[config.mk]
export PLATFORM = sky130hd
export DESIGN_NAME = uart_rx
export DESIGN_NICKNAME = d
export VERILOG_FILES = /design/src/rtl/uart_pkg.sv /design/src/rtl/uart_rx_bit_timer.sv /design/src/rtl/uart_rx.sv
export SDC_FILE = /design/constraint.sdc
export NUM_CORES = 1
export LEC_CHECK = 0
export CAP_MARGIN = 20
export CORE_AREA = 2 2 57 59
export DETAILED_ROUTE_END_ITERATION = 8
export DIE_AREA = 0 0 59 61
export GPL_TIMING_DRIVEN = 0
export PLACE_DENSITY = 0.68
export SETUP_SLACK_MARGIN = 0.1
export SLEW_MARGIN = 20
export SYNTH_ARGS = -nofsm -noshare
export SYNTH_HDL_FRONTEND = slang
export SYNTH_HIERARCHICAL = 1
export SYNTH_SLANG_ARGS = --single-unit
[constraint.sdc]
create_clock -name clk -period 2.3 [get_ports clk]
set_input_delay 0.23 -clock clk [delete_from_list [all_inputs] [get_ports clk]]
set_output_delay 0.23 -clock clk [all_outputs]
set_load 0.005 [all_outputs]
[src/rtl/uart_pkg.sv]
// Shared UART definitions: frame geometry, synchroniser depth and receiver states.
package uart_pkg;

  localparam int DATA_BITS   = 8;
  localparam int SYNC_STAGES = 2;
  localparam int IDX_W       = $clog2(DATA_BITS);

  typedef enum logic [2:0] {
    IDLE  = 3'd0,
    START = 3'd1,
    DATA  = 3'd2,
    STOP  = 3'd3,
    BREAK = 3'd4
  } rx_state_e;

  function automatic logic is_last_bit(input logic [IDX_W-1:0] idx);
    return idx == IDX_W'(DATA_BITS - 1);
  endfunction

endpackage

[src/rtl/uart_rx_bit_timer.sv]
// Bit-period up-counter: clear forces zero, full wraps it; half/full strobe on terminal counts.
module uart_rx_bit_timer #(
  parameter int unsigned CLKS_PER_BIT = 16
) (
  input  logic clk,
  input  logic rst,
  input  logic clear,
  output logic half,
  output logic full
);

  localparam int unsigned CNT_W = (CLKS_PER_BIT > 1) ? $clog2(CLKS_PER_BIT) : 1;
  localparam logic [CNT_W-1:0] HALF_TC = CNT_W'(CLKS_PER_BIT / 2 - 1);
  localparam logic [CNT_W-1:0] FULL_TC = CNT_W'(CLKS_PER_BIT - 1);

  logic [CNT_W-1:0] cnt_q, cnt_d;

  always_comb begin
    half = (cnt_q == HALF_TC);
    full = (cnt_q == FULL_TC);
    if (clear || full) begin
      cnt_d = '0;
    end else begin
      cnt_d = cnt_q + CNT_W'(1);
    end
  end

  always_ff @(posedge clk or negedge rst) begin
    if (!rst) begin
      cnt_q <= '0;
    end else begin
      cnt_q <= cnt_d;
    end
  end

endmodule

[src/rtl/uart_rx.sv]
// 8N1 UART receiver: synchroniser, frame FSM, shift register and sticky status flags.
//   state | meaning
//   IDLE  | line high, waiting for a falling edge on rxd_s
//   START | half a bit in, confirm the start bit is still low
//   DATA  | sample one data bit per bit period, LSB first
//   STOP  | sample the stop bit; publish byte or flag framing error
//   BREAK | stop bit was low, wait for the line to return high
module uart_rx
  import uart_pkg::*;
#(
  parameter int unsigned CLKS_PER_BIT = 16
) (
  input  logic                 clk,
  input  logic                 rst,
  input  logic                 rxd,
  input  logic                 clrRxDone,
  output logic [DATA_BITS-1:0] rxData,
  output logic                 rxDone,
  output logic                 frameErr,
  output logic                 overrun,
  output logic                 rxBusy
);

  logic [SYNC_STAGES-1:0] sync_q, sync_d;
  logic                   rxd_s;
  rx_state_e              state_q, state_d;
  logic [IDX_W-1:0]       bit_idx_q, bit_idx_d;
  logic [DATA_BITS-1:0]   shift_q, shift_d;
  logic [DATA_BITS-1:0]   data_q, data_d;
  logic                   done_q, done_d;
  logic                   ferr_q, ferr_d;
  logic                   ovr_q, ovr_d;
  logic                   busy_q, busy_d;
  logic                   tmr_clear, tmr_half, tmr_full;

  uart_rx_bit_timer #(
    .CLKS_PER_BIT(CLKS_PER_BIT)
  ) u_bit_timer (
    .clk  (clk),
    .rst  (rst),
    .clear(tmr_clear),
    .half (tmr_half),
    .full (tmr_full)
  );

  assign rxd_s = sync_q[SYNC_STAGES-1];

  always_comb begin
    sync_d    = {sync_q[SYNC_STAGES-2:0], rxd};
    state_d   = state_q;
    bit_idx_d = bit_idx_q;
    shift_d   = shift_q;
    data_d    = data_q;
    done_d    = done_q;
    ferr_d    = ferr_q;
    ovr_d     = ovr_q;
    tmr_clear = 1'b0;

    if (clrRxDone) begin
      done_d = 1'b0;
      ferr_d = 1'b0;
      ovr_d  = 1'b0;
    end

    unique case (state_q)
      IDLE: begin
        tmr_clear = 1'b1;
        if (!rxd_s) state_d = START;
      end
      START: begin
        if (tmr_half) begin
          // restart the timer so every later sample lands mid-bit
          tmr_clear = 1'b1;
          if (rxd_s) begin
            state_d = IDLE;
          end else begin
            state_d   = DATA;
            bit_idx_d = '0;
          end
        end
      end
      DATA: begin
        if (tmr_full) begin
          shift_d[bit_idx_q] = rxd_s;
          if (is_last_bit(bit_idx_q)) begin
            state_d = STOP;
          end else begin
            bit_idx_d = bit_idx_q + IDX_W'(1);
          end
        end
      end
      STOP: begin
        if (tmr_full) begin
          if (rxd_s) begin
            data_d  = shift_q;
            done_d  = 1'b1;
            // a coincident clear acknowledges the previous byte, so no overrun
            if (done_q && !clrRxDone) ovr_d = 1'b1;
            state_d = IDLE;
          end else begin
            ferr_d  = 1'b1;
            state_d = BREAK;
          end
        end
      end
      BREAK: begin
        tmr_clear = 1'b1;
        if (rxd_s) state_d = IDLE;
      end
      default: begin
        tmr_clear = 1'b1;
        state_d   = IDLE;
      end
    endcase

    busy_d = (state_d != IDLE);
  end

  always_ff @(posedge clk or negedge rst) begin
    if (!rst) begin
      sync_q    <= '1;
      state_q   <= IDLE;
      bit_idx_q <= '0;
      shift_q   <= '0;
      data_q    <= '0;
      done_q    <= 1'b0;
      ferr_q    <= 1'b0;
      ovr_q     <= 1'b0;
      busy_q    <= 1'b0;
    end else begin
      sync_q    <= sync_d;
      state_q   <= state_d;
      bit_idx_q <= bit_idx_d;
      shift_q   <= shift_d;
      data_q    <= data_d;
      done_q    <= done_d;
      ferr_q    <= ferr_d;
      ovr_q     <= ovr_d;
      busy_q    <= busy_d;
    end
  end

  assign rxData   = data_q;
  assign rxDone   = done_q;
  assign frameErr = ferr_q;
  assign overrun  = ovr_q;
  assign rxBusy   = busy_q;

endmodule
; After elaboration in Yosys (flattened, before gate mapping)
; Index checks and enable logic that the tools add are counted.
[totals]
register_bits = 32
input_bits = 4
out_inout_bits = 12
elab_cells = 69
[classes]
add_sub_neg = 2
magnitude_cmp = 2
eq_ne = 11
mux = 33
n_reduce_logical = 11
[op_table]
columns = cell, count
row1 = two-way mux 3 bit, 11
row2 = two-way mux 1 bit, 15
row3 = case mux 3 bit (5 select lines), 1
row4 = bitwise mux 8 bit, 1
row5 = "inequality test 2 bit, second input constant", 4
row6 = "equality test 3 x 2 -> 1 bit, second input constant", 2
row7 = "equality test 3 bit, second input constant", 2
row8 = case mux 3 bit (2 select lines), 1
row9 = AND reduction 5 bit, 1
row10 = "adder 4 x 1 -> 4 bit, second input constant", 1
row11 = "equality test 4 x 3 -> 1 bit, second input constant", 1
row12 = "equality test 4 bit, second input constant", 1
row13 = "less-than comparator 3 x 4 -> 1 bit, second input constant", 1
row14 = two-way mux 4 bit, 1
row15 = "adder 3 x 1 -> 3 bit, second input constant", 1
row16 = demux 1 bit (select 3 bit), 1
row17 = "equality test 3 x 1 -> 1 bit, second input constant", 1
row18 = ">= comparator 3 x 1 -> 1 bit, second input constant", 1
row19 = zero test 3 bit, 1
row20 = AND reduction 3 bit, 1
row21 = nonzero test 3 bit, 1
row22 = logical AND 1 bit, 2
row23 = two-way mux 2 bit, 1
row24 = case mux 1 bit (2 select lines), 1
row25 = 5 further kinds, 5

; Depth between registers and ports, before layout
; Gate-level depths: netlist of run 1.
[depth]
ltp_word = 6
mapped_depth = 6
mapped_depth_nobuf = 6

; Modules after synthesis
; The synthesis of run 1 kept the hierarchy.
[modules_own_cells]
columns = module, instances, cells_each, area_per_inst_um2, seq_area_each_um2
row1 = uart_rx, 1, 97, 1280.0, 703.2
row2 = uart_rx_bit_timer, 1, 15, 175.2, 100.1

; Worst setup path after synthesis of run 1
; No wires, ideal clock.
[synth_timing]
path_type = register -> register
start = reg u_bit_timer.cnt_q[0]
end = reg shift_q[4]
setup_time_ns = 0.125
arrival_time_ns = 1.629
t_required_ns = 2.175
path_slack_ns = 0.546
stages_incl_launch_ff = 6
n_path_buf = 0
synth_period_minus_slack_ns = 1.754
cell_sequence = dfrtp_1 ha_1 and3_2 nand4bb_2 nor4b_1 mux2_2
[synth_via]
elab_chain_cells = 2
[synth_lines]
columns = item, line
row1 = "start, declared", uart_rx_bit_timer.sv:16  ; logic [CNT_W-1:0] cnt_q, cnt_d;
row2 = "start signal, assigned", uart_rx_bit_timer.sv:32  ; cnt_q <= cnt_d;
row3 = equality test 4 bit, uart_rx_bit_timer.sv:20  ; full = (cnt_q == FULL_TC);
row4 = via tmr_full, uart_rx.sv:34  ; logic tmr_clear, tmr_half, tmr_full;
row5 = AND reduction 2 bit (no line), -
row6 = "end signal, assigned", uart_rx.sv:134  ; shift_q <= shift_d;
row7 = "end, declared", uart_rx.sv:28  ; logic [DATA_BITS-1:0] shift_q, shift_d;
; The timed path passes the listed nets, and every way through them passes these cells.
; A chain may end at the register's enable or synchronous reset.

; Worst setup path in the final report of run 1
[layout_timing]
start = reg u_bit_timer.cnt_q[0]
end = reg shift_q[2]
; The elaborated chain is that of the path after synthesis.

==> reports/qor.yml, run 1 <==
clocking:
  cts_tree: "yes"
  cts_root_buf: "clkbuf_4"
  cts_max_level: 2
  cts_num_sinks: 32
  cts_inserted_buffers: 5
  clk_latency_ns: 0.33
  post_cts_buffers: 0
  clockBufferDepth: 2
  clk_pin_slew_worst_paths_ns: 0.09
sta:
  fin_crit_sh_pct: 87.6
  fin_worst_skew_ns: 0.00472
  setup_violations: 0
  hold_violations: 0
  post-route-min-period_ns: 2.01
  slew_viol_final: 0
  rsz0062_at_grt: "false"
  worstMarginPinSlew_ns: 0.698
  clock.fmax_ghz: 0.497
  tns_ns: 0
  relSlewSlack_pct: 53.4
detailed_routing:
  vias_per_cell: 5.61
  wl_um: 2530
  dr.pass1.iters: 4
  drc: 0
  vias: 948
  drt_iter0_drc: 17
  wl_per_cell_um: 15.0
  drtAntennaViolNets: 0
placed_design:
  placed_area_sq_mm: 0.00164
  hpwl_um: 1800
  io_buffers: 15
  gp_congestion: 0.709
status:
  outcome: "complete, no violations"
synthesis:
  synth_nets: 119
  netlist_instances: 112
  synth-edff-count: 0
  async_flop_share_pct: 100
  synthDistinctLibCells: 39
  synth_seq_cells: 32
  yosysWarnings: 6
  syn_area_per_cell_sq_um: 13.0
  synth_flop_cell: "dfrtp_1"
  syn-cell-area_sq_mm: 0.00146
  synth-seq-area-share_pct: 55.2
grt:
  grtUsageMet1_pct: 20.0
  grt_max_degree: 33
  top_usage_layer: "met2"
  grt_pass1_vias: 1010
  grtUsageMet3_pct: 5.76
  grt_pass1_wl_um: 4600
  antenna_found_initial: 0
  grt.total_usage_pct: 17.5
  overflow: 0
  globalRouteMet2Util_pct: 30.6
job:
  drv_cap: 0
die:
  io_pins: 16
  coreArea_sq_mm: 0.00295
  start_util_pct: 49.3
  die_w_um: 59
  die_y_um: 61
  dieArea_sq_mm: 0.00360
  rows: 20
final_layout:
  num-fill-cells: 262
  area_growth_pct: 18.0
  fin_nets: 142
  seqCellArea_sq_um: 803
  design_area_sq_mm: 0.00172
  drive_gt1_share_pct: 22.1
  num_antenna_cells: 0
  multiInputGateArea_sq_um: 606
min_path:
  holdCritPathClass: "input pin to flip-flop"
setup_path:
  crit_path_max_fanout: 9
  crit_buf_inv: 0
  end_kind: "flip-flop"
  cp_slowest_stage_delay_ns: 0.41
  crit_arrival_ns: 2.23
  crit_required_ns: 2.52
  cpLargestDelayFamily: "simple AND/OR/NAND/NOR gates"
  slowest_stage: "dfrtp_1"
  crit_type: "flip-flop to flip-flop"
  start_kind: "flip-flop"
  worstPathCellList: "ha_1 -> and3_2 -> nand4bb_2 -> nor4b_1 -> mux2_2"
power:
  peakVddDrop_v: 0.000511
  p_leak_nw: 0.812
  powerDensity_mw_per_mm2: 800
[stage by stage]
step	worst slack [ns]	utilization [%]	power, mW	std cells	hold slack, ns
final	0.286	58.1	1.37	169	0.295
after global routing	0.127	58.1	1.48	169	0.278
after CTS	0.231	57.9	1.39	169	0.280
after detailed placement	0.252	55.6	1.05	160	0.318
after global placement	0.365	55.8	1.03	160	0.346
after floorplan	0.546	-	0.958	112	-0.0656
[sequential cells by signal, indices dropped and copies added (netlist names)]
register and flops:
rxData 8, shift_q 8, rxDone 1, frameErr 1, rxBusy 1, bit_idx_q 3, sync_q 2, u_bit_timer/cnt_q 4
state_q 3, overrun 1
[path summary, 6_finish.rpt]
check,from,endpoint,slack [ns],depth (start not counted)
max,u_bit_timer/cnt_q[0],shift_q[2],0.29,5
min,rxd,sync_q[0],0.30,1
max reg2reg,u_bit_timer/cnt_q[0],shift_q[2],0.29,5
min reg2reg,sync_q[0],sync_q[1],0.36,0
max in group asynchronous,rst,bit_idx_q[0],1.38,2
min in group asynchronous,rst,frameErr,0.47,2
[cells by family after synthesis]
group | count (synthesis) | synth area share (%)
flops | 32 | 55.2
compound gates | 15 | 7.05
fa+ha+maj | 3 | 2.58
xor+xnor | 1 | 0.602
mux | 18 | 15.9
simple gates | 32 | 15.0
buf+inv | 11 | 3.61
[synth_stat cells, types with 3 or more instances]
master	number	area, sq um
ha_1	3	37.5
clkbuf_1	4	15.0
o21ai_0	4	20.0
mux2_2	6	67.6
nor2_1	8	30.0
dfrtp_1	30	751
mux2_4	8	120
inv_1	5	18.8
mux2_1	3	33.8
[power by group]
part           leakage [nW]  internal, mW  switching, mW  total, mW
combinational         0.358         0.174          0.169      0.343
clock                0.0326         0.151          0.179      0.329
sequential            0.422         0.638         0.0641      0.702
[area by class of cell]
| class | count | area share (%) |
|---|---|---|
| Sequential cell | 32 | 46.8 |
| Multi-Input combinational cell | 69 | 35.3 |
| Timing Repair Buffer | 16 | 9.04 |
| Inverter | 5 | 1.09 |
| Buffer | 6 | 1.97 |
| Tap cell | 33 | 2.41 |
| Clock buffer | 8 | 3.43 |
[per-layer routing]
| layer | share of wire, % | vias to the layer above |
|---|---|---|
| met5 | 0 | - |
| met4 | 1.6 | 0 |
| met3 | 5.0 | 7 |
| met2 | 50 | 20 |
| met1 | 43 | 468 |
| li1 | - | 453 |
[timing repair]
item                       4_1_cts  5_1_grt
setup endpoints to repair        0        1
hold buffers                     1        0
resized for setup                0        1
hold endpoints to repair        30        0
[cell usage in the layout, fill, tap and decap left out, types with 2 or more instances in the layout]
cell type        synthesis  final
o21ai_0                  4      4
inv_1                    5      5
nand2_1                  2      2
o221ai_1                 2      2
ha_1                     3      3
dfrtp_1                 30     30
clkbuf_1                 4      6
nor2_1                   8      8
dfstp_2                  2      2
a31oi_1                  2      2
clkdlybuf4s50_1          0     14
mux2_2                   6      6
mux2_4                   8      8
mux2_1                   3      3
and4bb_1                 2      2
clkbuf_4                 0      5
nand4b_1                 2      2
nor3_1                   2      2
nor3b_1                  2      2
a22o_1                   2      2
nand2b_1                 2      2
Power figures use the tool's default switching activity.
==> inputs of run 2 (changes only) <==
CORE_AREA = 2 2 58 60   (was 2 2 57 59)
DIE_AREA = 0 0 60 62   (was 0 0 59 61)
PLACE_DENSITY = 0.69   (was 0.68)
SYNTH_HIERARCHICAL = unset   (was 1)
clock period = 1.74 ns   (was 2.3 ns; I/O delays follow)
==> run 2 against run 1 <==
Register-to-register slack got worse by 0.15 ns. Combinational power increased by 57%. Area after synthesis grew 0.52%. Largest cell class unchanged. Largest power group unchanged. Highest routed layer unchanged.
==> reports/qor.yml, run 2 <==
setup_path:
  cp_slowest_stage_delay_ns: 0.40
  crit_required_ns: 1.95
  crit_type: "flip-flop to flip-flop"
  crit_path_max_fanout: 3
  worstPathCellList: "ha_2 -> ha_4 -> nor4bb_1 -> o211ai_1 -> mux2_4"
  slowest_stage: "dfrtp_1"
  cpLargestDelayFamily: "flip-flops"
  end_kind: "flip-flop"
  cp-startpoint: "bit_idx_q[0]"
  crit_arrival_ns: 1.81
  start_kind: "flip-flop"
  r2r-start: "bit_idx_q[0]"
  crit_buf_inv: 0
grt:
  overflow: 0
  antenna_found_initial: 0
  grt_pass1_wl_um: 4130
  grt_max_degree: 33
  grt_pass1_vias: 912
  grt.total_usage_pct: 15.5
sta:
  post-route-min-period_ns: 1.60
  slew_viol_final: 0
  clock.fmax_ghz: 0.625
  fin_worst_skew_ns: 0.0157
  hold_violations: 0
  setup_violations: 0
  setup_slack_ns: 0.141
  tns_ns: 0
  relSlewSlack_pct: 53.4
  fin_crit_sh_pct: 91.9
  worstMarginPinSlew_ns: 0.699
  rsz0062_at_grt: "false"
placed_design:
  dp_slack_ns: 0.0389
  io_buffers: 15
  hpwl_um: 1730
  gp_congestion: 0.751
  dp.cells: 179
die:
  coreArea_sq_mm: 0.00318
  die_y_um: 62
  io_pins: 16
  dieArea_sq_mm: 0.00372
  start_util_pct: 46.0
  rows: 21
  die_w_um: 60
power:
  power_mw: 1.90
  peakVddDrop_v: 0.000658
  switching_share_pct: 32.0
  p_clk_share_pct: 23.7
  pwr-share-comb_pct: 28.4
  p_sw_mw: 0.607
  powerDensity_mw_per_mm2: 1040
  p_int_mw: 1.29
  p_leak_nw: 0.823
  power_frac_seq_pct: 47.9
min_path:
  hp-start: "rxd"
  holdCritPathClass: "input pin to flip-flop"
synthesis:
  synth_seq_cells: 32
  yosysWarnings: 0
  netlist_instances: 118
  synth_top_area_share_pct: 51.3
  synth_nets: 125
  synth_common_cells: "dfrtp_1 (30), mux2_2 (15), inv_1 (5)"
  syn-cell-area_sq_mm: 0.00146
  synth-edff-count: 0
  synth_area_leader_cell: "dfrtp_1"
  syn_area_per_cell_sq_um: 12.4
  yosys-top-cells-area: "dfrtp_1 (51%), mux2_2 (12%), dfstp_2 (3.6%)"
  synth_flop_cell: "dfrtp_1"
  synthDistinctLibCells: 39
  synth-seq-area-share_pct: 54.9
  yosysMostFrequentCell: "dfrtp_1"
  async_flop_share_pct: 100
status:
  outcome: "complete, no violations"
clocking:
  cts_root_buf: "clkbuf_4"
  clockBufferDepth: 2
  cts_tree: "yes"
  cts_inserted_buffers: 5
  clk_pin_slew_worst_paths_ns: 0.09
  clk_latency_ns: 0.34
  cts_max_level: 2
  cts_num_sinks: 32
final_layout:
  seqCellArea_sq_um: 803
  area_growth_pct: 24.6
  drive_gt1_share_pct: 28.9
  num-fill-cells: 291
  final_cells: 195
  final_cell_mix: "dfrtp_1 (30), mux2_2 (14), clkdlybuf4s50_1 (14), buf_4 (7)"
  layout_commonest_cell: "dfrtp_1"
  multiInputGateArea_sq_um: 624
  fin_nets: 155
  num_antenna_cells: 0
job:
  drv_cap: 0
detailed_routing:
  vias_per_cell: 5.12
  vias: 998
  drtAntennaViolNets: 0
  drc: 0
  wl_per_cell_um: 13.2
  wl_um: 2580
  dr.pass1.iters: 4
  drt_iter0_drc: 18
run 2: layout make-up:
cell class / instances / area share [%]
Buffer: 8 / 2.68
Multi-Input combinational cell: 73 / 34.3
Clock buffer: 6 / 2.82
Inverter: 5 / 1.03
Tap cell: 46 / 3.16
Timing Repair Buffer: 23 / 11.4
Sequential cell: 32 / 44.1
Clock inverter: 2 / 0.549
run 2: worst paths after layout:
| kind | to | slack [ns] | cells past startpoint |
|---|---|---|---|
| worst max-delay path | bit_idx_q[0] | 0.14 | 5 |
| worst min-delay path | sync_q[0] | 0.25 | 1 |
| worst max register to register | bit_idx_q[0] | 0.14 | 5 |
| worst min register to register | sync_q[1] | 0.36 | 0 |
| max in group asynchronous | rxData[1] | 0.86 | 2 |
| min in group asynchronous | state_q[2] | 0.41 | 2 |
run 2: cell families after synthesis:
group,synth area share [%]
and+or+nand+nor,15.4
DFF,54.9
muxes,13.8
AOI/OAI and AO/OA,7.53
buffers and inverters,4.62
adders and majority gates,2.57
xor gates and xnor gates,1.20
run 2: repair_timing:
item,4_1_cts,5_1_grt
gates cloned,0,0
pin swaps,0,3
hold endpoints to repair,30,0
setup buffers,1,6
gates resized for setup,2,5
setup endpoints to repair,13,17
hold buffers,1,0
run 2: worst reg2reg max path: stages, from the launching register on:
cell and delay [ns]:
dfrtp_1 0.40, ha_2 0.20, ha_4 0.16, nor4bb_1 0.27, o211ai_1 0.18, mux2_4 0.28
run 2: power by group through the flow:
stage | combinational [mW] | clock, mW | sequential, mW
after global routing | 0.607 | 0.489 | 0.922
final | 0.538 | 0.450 | 0.910
after CTS | 0.459 | 0.460 | 0.895
after floorplan | 0.350 | 0 | 0.895
after detailed placement | 0.452 | 0 | 0.909
after global placement | 0.434 | 0 | 0.903
run 2: stage by stage:
stage,area [sq um],hold slack [ns],utilization (%)
2_1_floorplan,1460,-0.122,-
3_3_place_gp,1670,0.347,52.5
3_5_place_dp,1670,0.264,52.4
4_1_cts,1750,0.240,55.0
5_1_grt,1820,0.233,57.3
6_report,1820,0.250,57.3
run 2: per-layer routing:
layer	vias up	track usage, %	wire [um]
met5	-	0	0
met4	0	6.67	47
met3	6	5.59	94
met2	15	24.4	1270
met1	482	19.3	1170
li1	495	-	-
==> inputs of run 3 (changes only) <==
CTS_CLUSTER_DIAMETER = 100   (was unset)
PLACE_DENSITY = 0.66   (was 0.69)
clock period = 2 ns   (was 1.74 ns; I/O delays follow)
==> run 3 against run 2 <==
Global-route usage increased by 0.22 points. Critical endpoint unchanged. Wire length decreased by 2.0%. Fmax decreased by 5.5%. Critical path type unchanged. Critical path depth unchanged. Via count decreased by 1.5%. Sequential cell count unchanged. Final cell count decreased by 3.6%. Combinational power decreased by 26%. Sequential share of layout area increased by 2.5 points. Non-clock buffer count decreased by 7.
==> reports/qor.yml, run 3 (synthesis gave the netlist of run 2 again) <==
clocking:
  cts_hold_buf: 1
  cts_inserted_buffers: 5
  cts_max_level: 2
  cts_tree: "yes"
  cts_resized: 0
  clockBufferDepth: 2
  clk_latency_ns: 0.33
  cts_num_sinks: 32
  cts_root_buf: "clkbuf_4"
  post_cts_buffers: 0
  clk_pin_slew_worst_paths_ns: 0.09
sta:
  fin_crit_sh_pct: 84.6
  tns_ns: 0
  setup_slack_ns: 0.308
  fin_worst_skew_ns: 0.0117
  rsz0062_at_grt: "false"
  relSlewSlack_pct: 54.0
  slew_viol_final: 0
  clock.fmax_ghz: 0.591
  hold_violations: 0
  setup_violations: 0
  worstMarginPinSlew_ns: 0.691
  post-route-min-period_ns: 1.69
detailed_routing:
  vias_per_cell: 5.23
  met2_length_um: 1240
  wl_per_cell_um: 13.4
  wl_um: 2520
  drt-met1-wl_um: 1140
  met3_length_um: 101
  drc: 0
  drtAntennaViolNets: 0
  highest_layer: "met4"
  vias: 983
  drt_iter0_drc: 14
  dr.pass1.iters: 4
power:
  peakVddDrop_v: 0.000552
  power_frac_seq_pct: 50.9
  p_leak_nw: 0.783
  switching_share_pct: 32.3
  p_int_mw: 1.03
  powerDensity_mw_per_mm2: 886
  pwr-share-comb_pct: 26.1
  p_clk_share_pct: 23.0
  p_sw_mw: 0.494
setup_path:
  end_kind: "flip-flop"
  critPathMostFrequentCell: "ha_1"
  crit_arrival_ns: 1.90
  crit_path_max_fanout: 6
  crit_buf_inv: 0
  worstPathCellList: "ha_1 -> ha_1 -> nor4bb_1 -> o211ai_1 -> mux2_2"
  cp_slowest_stage_delay_ns: 0.44
  crit_required_ns: 2.21
  cpLargestDelayFamily: "flip-flops"
  slowest_stage: "dfrtp_1"
  crit_type: "flip-flop to flip-flop"
  start_kind: "flip-flop"
final_layout:
  final_cell_mix: "dfrtp_1 (30), mux2_2 (15), clkdlybuf4s50_1 (14)"
  fin_nets: 148
  num-fill-cells: 284
  drive_gt1_share_pct: 21.1
  layout_commonest_cell: "dfrtp_1"
  area_growth_pct: 18.0
  num_antenna_cells: 0
  multiInputGateArea_sq_um: 592
  seqCellArea_sq_um: 803
grt:
  overflow: 0
  grt_pass1_wl_um: 4180
  grt.total_usage_pct: 15.7
  antenna_found_initial: 0
  grt_pass1_vias: 932
  grt_max_degree: 33
status:
  outcome: "complete, no violations"
placed_design:
  dp_slack_ns: 0.319
  hpwl_um: 1730
  gp_congestion: 0.801
  io_buffers: 15
die:
  dieArea_sq_mm: 0.00372
  die_w_um: 60
  rows: 21
  io_pins: 16
  coreArea_sq_mm: 0.00318
  die_y_um: 62
  start_util_pct: 46.0
min_path:
  holdCritPathClass: "input pin to flip-flop"
job:
  drv_cap: 0
-- run 3: power by group through the flow --
stage                     Combinational (mW)  Clock (mW)  Sequential [mW]
after floorplan                        0.305           0            0.779
after global placement                 0.385           0            0.785
after detailed placement               0.398           0            0.791
after CTS                              0.402       0.363            0.778
after global routing                   0.449       0.391            0.790
final                                  0.399       0.351            0.778
-- run 3: layer usage --
metal	vias to the layer above	GRT usage, %
met5	-	0
li1	480	-
met2	19	26.2
met4	0	6.67
met1	478	18.1
met3	6	6.00
-- run 3: final timing paths --
check / slack, ns / startpoint / cells past startpoint / endpoint
max: 0.31 / bit_idx_q[1] / 5 / bit_idx_q[0]
min: 0.28 / rxd / 1 / sync_q[0]
max reg2reg: 0.31 / bit_idx_q[1] / 5 / bit_idx_q[0]
min reg2reg: 0.36 / sync_q[0] / 0 / sync_q[1]
max in group asynchronous: 1.11 / rst / 2 / u_bit_timer.cnt_q[1]
min in group asynchronous: 0.44 / rst / 2 / shift_q[7]
-- run 3: worst register-to-register path, delay by kind of cell (launching register included) --
family	cells	cell delay, ns
simple gates	1	0.27
mux	1	0.30
fa+ha+maj	2	0.41
flops	1	0.44
compound gates	1	0.17
-- run 3: cell type report --
class	count	area share, %
buffer	8	2.83
timing repair buffer	16	8.99
inverter	5	1.09
clock inverter	1	0.290
sequential	32	46.6
multi-input combinational	73	34.3
clock buffer	7	2.61
tap	46	3.34
-- run 3: metrics by stage --
stage	utilization, %	cell area, sq um	cells	hold WS, ns	power (mW)
floorplan	-	1460	118	-0.0956	1.08
global placement	52.5	1670	179	0.346	1.17
detailed placement	52.4	1670	179	0.293	1.19
CTS	54.3	1730	188	0.264	1.54
global route	54.3	1730	188	0.269	1.63
finish	54.3	1730	188	0.279	1.53
